File: src/rtl/pc_sequencer.sv
// Program-counter sequencer with INC/BR/JMP/CALL/RET and a return-address stack.
// New pc appears one cycle after the op is sampled; en=0 stalls every piece of state.
module pc_sequencer #(
    parameter int               WIDTH    = 16,
    parameter int               STEP     = 1,
    parameter int               DEPTH    = 4,
    parameter logic [WIDTH-1:0] RESET_PC = '0
) (
    input  logic                         CLK,
    input  logic                         Reset,
    input  logic                         en,
    input  logic [2:0]                   op,
    input  logic                         cond,
    input  logic [WIDTH-1:0]             target,
    output logic [WIDTH-1:0]             pc,
    output logic [$clog2(DEPTH+1)-1:0]   ras_count,
    output logic                         ras_full,
    output logic                         ras_empty,
    output logic                         err
);
    localparam int CW = $clog2(DEPTH + 1);
    localparam int AW = (DEPTH > 1) ? $clog2(DEPTH) : 1;

    localparam logic [2:0] OP_BR   = 3'd1;
    localparam logic [2:0] OP_JMP  = 3'd2;
    localparam logic [2:0] OP_CALL = 3'd3;
    localparam logic [2:0] OP_RET  = 3'd4;

    logic [WIDTH-1:0] pc_q, pc_d, pc_seq;
    logic [CW-1:0]    cnt_q, cnt_d;
    logic             err_q, err_d;
    logic             push;
    logic [AW-1:0]    wr_idx, rd_idx;
    logic [WIDTH-1:0] stack_q [2**AW];

    assign pc_seq    = pc_q + WIDTH'(STEP);
    assign wr_idx    = AW'(cnt_q);
    assign rd_idx    = AW'(cnt_q - CW'(1));
    assign ras_full  = (cnt_q == CW'(DEPTH));
    assign ras_empty = (cnt_q == '0);

    always_comb begin
        pc_d  = pc_q;
        cnt_d = cnt_q;
        err_d = err_q;
        push  = 1'b0;
        if (en) begin
            case (op)
                // Same-width add is the sign-extended offset modulo 2^WIDTH.
                OP_BR:  pc_d = cond ? (pc_q + target) : pc_seq;
                OP_JMP: pc_d = target;
                OP_CALL: begin
                    if (!ras_full) begin
                        push  = 1'b1;
                        pc_d  = target;
                        cnt_d = cnt_q + CW'(1);
                    end else begin
                        pc_d  = pc_seq;
                        err_d = 1'b1;
                    end
                end
                OP_RET: begin
                    if (!ras_empty) begin
                        pc_d  = stack_q[rd_idx];
                        cnt_d = cnt_q - CW'(1);
                    end else begin
                        pc_d  = pc_seq;
                        err_d = 1'b1;
                    end
                end
                default: pc_d = pc_seq;
            endcase
        end
    end

    always_ff @(posedge CLK or posedge Reset) begin
        if (Reset) begin
            pc_q  <= RESET_PC;
            cnt_q <= '0;
            err_q <= 1'b0;
        end else begin
            pc_q  <= pc_d;
            cnt_q <= cnt_d;
            err_q <= err_d;
        end
    end

    // Entries are never cleared: ras_count alone decides what is reachable.
    always_ff @(posedge CLK) begin
        if (push) stack_q[wr_idx] <= pc_seq;
    end

    assign pc        = pc_q;
    assign ras_count = cnt_q;
    assign err       = err_q;
endmodule

File: config.mk
export PLATFORM = sky130hd
export DESIGN_NAME = pc_sequencer
export DESIGN_NICKNAME = d
export VERILOG_FILES = /design/src/rtl/pc_sequencer.sv
export SDC_FILE = /design/constraint.sdc
export NUM_CORES = 1
export LEC_CHECK = 0
export CAP_MARGIN = 20
export CORE_MARGIN = 2
export CORE_UTILIZATION = 45
export DETAILED_ROUTE_END_ITERATION = 7
export GPL_TIMING_DRIVEN = 0
export PLACE_DENSITY_LB_ADDON = 0.15
export SYNTH_ARGS = -nofsm -noshare
export SYNTH_HDL_FRONTEND = slang
export SYNTH_SLANG_ARGS = --single-unit
File: constraint.sdc
create_clock -name CLK -period 2.5 [get_ports CLK]
set_input_delay 0.75 -clock CLK [delete_from_list [all_inputs] [get_ports CLK]]
set_output_delay 0.75 -clock CLK [all_outputs]
set_load 0.02 [all_outputs]
Word level (Yosys, flattened, before mapping)
Memories as Yosys holds them, arrays and structs flattened.
Index checks and enable logic that the tools add are counted.
{"block": "totals", "latch_bits": 0, "ram_bits": 64, "input_bits": 23, "out_inout_bits": 22, "mem_bits_ro": 0, "memories": 1, "register_bits": 20}
{"memory": "stack_q", "words": 4, "width": 16, "read_ports": 1, "rd_clocked_by_memory_dff": 0, "wr": 1, "line": "34", "text": "logic [WIDTH-1:0] stack_q [2**AW];"}
{"block": "op_classes", "n_bitwise": 0, "addsub": 4, "n_mul": 0, "div_mod_pow": 0, "shift": 0, "n_lt_le_gt_ge": 0, "n_mux": 15, "eq_ne": 9, "n_reduce_logical": 4}
{"operator": "16-bit case mux with 4 select lines", "n": 1}
{"operator": "16-bit two-way mux", "n": 3}
{"operator": "16-bit by 1-bit adder with 16-bit output (second input constant)", "n": 1}
{"operator": "16-bit adder", "n": 1}
{"operator": "2-bit inequality test (second input constant)", "n": 4}
{"operator": "4-bit AND reduction", "n": 2}
{"operator": "1-bit two-way mux", "n": 7}
{"operator": "3-bit by 2-bit == test with 1-bit output (second input constant)", "n": 2}
{"operator": "3-bit == test (second input constant)", "n": 2}
{"operator": "3-bit two-way mux", "n": 2}
{"operator": "3-bit case mux with 2 select lines", "n": 1}
{"operator": "3-bit by 1-bit adder with 3-bit output (second input constant)", "n": 1}
{"operator": "3-bit by 1-bit == test with 1-bit output (second input constant)", "n": 1}
{"operator": "3-bit logical NOT", "n": 1}
{"operator": "3-bit by 1-bit subtractor with 3-bit output (second input constant)", "n": 1}
{"operator": "1-bit case mux with 2 select lines", "n": 1}
{"operator": "2-bit nonzero test", "n": 1}

Depth between registers and ports, before layout
{"block": "logic_depth", "word_depth": 6, "depth_mapped": 11, "mapped_depth_nobuf": 9}

Worst setup path before layout
Ideal clock, no wire load.
{"block": "synth_path", "kind": "register -> register", "startpoint": "register cnt_q[0], in the netlist ras_count[0]", "endpoint": "register pc_q[7], in the netlist pc[7]", "setup_slack_ps": -181, "t_required_ps": 2374, "arrival_ps": 2555, "n_path_buf": 4, "period_less_slack_ps": 2681, "stages_incl_launch_ff": 11, "cell_sequence": "dfrtp_1 > buf_6 > buf_6 > inv_1 > ha_1 > clkbuf_8 > clkbuf_1 > mux4_1 > a221o_1 > a221oi_1 > nor2_1"}
{"block": "synth_via", "elab_chain_cells": 4, "elab_cells_between_ends": 7, "cone_classes": "1 x add/sub; 1 x eq/ne; 3 x mux; 1 x reduce/logical; 1 x memory"}
{"element": "start: declaration", "line": "30", "text": "logic [CW-1:0] cnt_q, cnt_d;"}
{"element": "start signal: assignment", "line": "83", "text": "cnt_q <= cnt_d;"}
{"element": "3-bit by 1-bit subtractor with 3-bit output"}
{"element": "memory 4 x 16 bit"}
{"element": "16-bit two-way mux", "line": "63", "text": "if (!ras_empty) begin"}
{"element": "16-bit case mux with 4 select lines *", "line": "48", "text": "case (op)"}
{"element": "end signal: assignment", "line": "82", "text": "pc_q <= pc_d;"}
{"element": "end: declaration", "line": "29", "text": "logic [WIDTH-1:0] pc_q, pc_d, pc_seq;"}
Every way passes the cells marked *; elsewhere a longest branch is shown, timed or not.
A chain may end at the register's enable or synchronous reset.

Final worst setup path
{"block": "layout_path", "startpoint": "input port target[9]", "endpoint": "register pc_q[14], in the netlist pc[14]"}
{"block": "layout_via", "elab_chain_cells": 3}
{"element": "start: declaration", "line": "14", "text": "input logic [WIDTH-1:0] target,"}
{"element": "16-bit adder", "line": "50", "text": "OP_BR: pc_d = cond ? (pc_q + target) : pc_seq;"}
{"element": "16-bit two-way mux", "line": "50"}
{"element": "16-bit case mux with 4 select lines", "line": "48"}
No other way between the ends.

==> results.cfg <==
[pwr]
intPower_mw = 3.63
p_total_mw = 6.06
cellPowerDensity_nw_per_um2 = 992
p_switching_mw = 2.43
pwr-share-seq_pct = 33.3
p_comb_share_pct = 51.4
p_leak_nw = 2.24
ir_drop_v = 0.000445
clkPwrFrac_pct = 15.4
swShare_pct = 40.1

[routing]
drt-total-wl_um = 12500
top_layer_used = met4
vias = 3552
drt_iter0_drc = 326
wl_met3_um = 553
wl_met2_um = 5970
drtPass1Iterations = 5
routed_via_density = 5.95
wl_per_cell_um = 20.9
drc = 0
ant_nets = 0
met1_length_um = 5790

[synth]
synth-xor-area-share_pct = 4.31
syn_area_um2 = 4870
yosys.cell_count.top_type = edfxtp_1
synthMuxAreaShare_pct = 8.47
synth_top_family_by_area = compound AO/OA/AOI/OAI gates
ys_types = 67
synth-simple-area-share_pct = 11.7
synth_top_cell_by_area = edfxtp_1
synth_area_leaders = edfxtp_1 (39%), dfrtp_1 (10%), ha_1 (5.4%), mux4_2 (4.6%), mux4_1 (3.2%)
ys_warn_count = 0
seq_area_frac_synth_pct = 49.7
synth-main-ff-cell = edfxtp_1
netlist_instances = 390
yosysTopAreaCellShare_pct = 39.4
ys_top_cells_by_count = edfxtp_1 (64), a21oi_1 (27), nand2_1 (25)
synth_nets = 435
syn_avg_cell_area_um2 = 12.5
synth_edf_count = 64
synth_fa_ha_area_share_pct = 5.80
synth_compound_area_share_pct = 15.9
ys_seq_elements = 84
async_flop_share_pct = 23.8

[timing]
worstMarginPinSlew_ps = 883
setup_ws_ps = 26.9
finClkSkew_ps = 8.41
fin_setup_tns_ps = 0
rsz0062_at_grt = yes
report.final.hold_viol_count = 0
max_freq_ghz = 0.404
holdWs_ps = 473
max_slew_margin_pct = 41.1
drv_slew = 0
setup_viol = 0
min_period_ps = 2470
post-route-period-util_pct = 98.9

[clock_tree]
cts-root-buf = clkbuf_8
cts_tree = yes
clk_pin_slew_ps = 100
htreeDepth = 3
clockBufferDepth = 2
cts_made_buffers = 9
clk_latency_ps = 350
cts_sinks = 84

[min_path]
hp-class = reg2reg
min-delay-start = err

[critical_path]
critPathLaunchType = primary input
crit_required_ps = 2770
worstPathMaxFanout = 7
r2r-start = ras_count[0]
setup.worst_path.class = in2reg
crit_arrival_ps = 2740
critPathLaunch = target[9]
end_kind = register

[global_route]
grt_pass1_vias = 3457
grt_usage_pct = 22.3
grt-ovfl-total = 0
antenna_found_initial = 0
grt_pass1_wl_um = 19300
grt_max_degree = 21

[final_layout]
post-route-util_pct = 58.7
final_cell_area_um2 = 6110
area_delta_synth_final_pct = 25.4
fin_nets = 501
antennaDiodeCount = 0
final_layout_size_suffix_gt1_share_pct = 24.5
layout.cells.non_filler = 597

[placed_design]
dp_hpwl_um = 8620
post_dp_cell_area_um2 = 5480
dp.cells = 569
gp_congestion = 0.830
port_buffers = 43
preCtsSetupSlack_ps = -1030

[floorplan]
die_y_um = 108
io_pins = 45
placementRows = 37
dieArea_um2 = 11700
die_w_um = 108
core_um2 = 10400
start_util_pct = 46.8

[run_status]
outcome = finished clean

[run]
max_cap_viol_count = 0
## cell type report
class	instances	area [um^2]
fillers	850	4310
multi-input cells	275	2580
flip-flops and latches	84	2420
repair buffers	55	531
well taps	136	170
plain buffers	15	160
clock buffers	9	124
clock inverters	7	63.8
inverters	16	61.3
## routing by layer
metal	vias to the layer above	track usage [%]
li1	1673	-
met1	1777	32.0
met2	91	35.4
met3	11	3.13
met4	0	7.14
met5	-	0
## power groups by stage
stage / clock network, mW / registers, mW / logic, mW
floorplan: 0 / 2.11 / 1.70
global placement: 0 / 2.01 / 2.62
detailed placement: 0 / 2.02 / 2.64
CTS: 0.955 / 2.01 / 2.97
global route: 1.02 / 2.04 / 3.34
finish: 0.931 / 2.02 / 3.11
## worst max-delay path: stages
cell and delay (ps):
clkdlybuf4s50_1 580, ha_4 270, and3_1 170, a221o_1 300, a21oi_1 190, o22ai_2 110, mux2i_1 140, a41oi_1 230
## timing repair
action,CTS,global route
gates resized for setup,66,29
hold buffers,0,0
setup buffers,8,4
gates cloned,2,0
pin swaps,14,10
setup endpoints to repair,82,14
## registers in the layout, summed over array words and instances, names as in the netlist
name,count
stack_q,64
pc,16
ras_count,3
err,1
## layout by cell type (no fill, tap or decap), drive strengths merged, types with 4 or more instances in the layout
cell / Yosys / routed
edfxtp: 64 / 64
clkdlybuf4s50: 0 / 30
a21oi: 28 / 28
nand2: 25 / 25
nor2: 21 / 21
ha: 21 / 21
dfrtp: 20 / 20
buf: 6 / 20
inv: 15 / 20
clkbuf: 11 / 18
o21ai: 17 / 17
mux4: 16 / 16
xnor2: 13 / 13
a221oi: 13 / 13
nand3: 13 / 13
xor2: 11 / 11
nor3: 10 / 10
and2: 8 / 10
a221o: 8 / 8
a211oi: 8 / 8
dlymetal6s2s: 0 / 7
nand4: 7 / 7
a21o: 6 / 6
and3: 4 / 4
nor4: 4 / 4
## cell families after synthesis
group | after synthesis
fa+ha+maj | 22
compound gates | 105
simple gates | 103
mux | 19
flops | 84
xor+xnor | 24
buf+inv | 33
## final timing paths
| path | end | slack (ps) | depth (start not counted) |
|---|---|---|---|
| max | pc[14] | 30 | 8 |
| min | err | 470 | 1 |
| max reg2reg | pc[15] | 110 | 12 |
| min reg2reg | err | 470 | 1 |
| max in group asynchronous | pc[10] | 1070 | 2 |
| min in group asynchronous | err | 880 | 2 |
No activity file was read; power rests on OpenSTA's default activity.
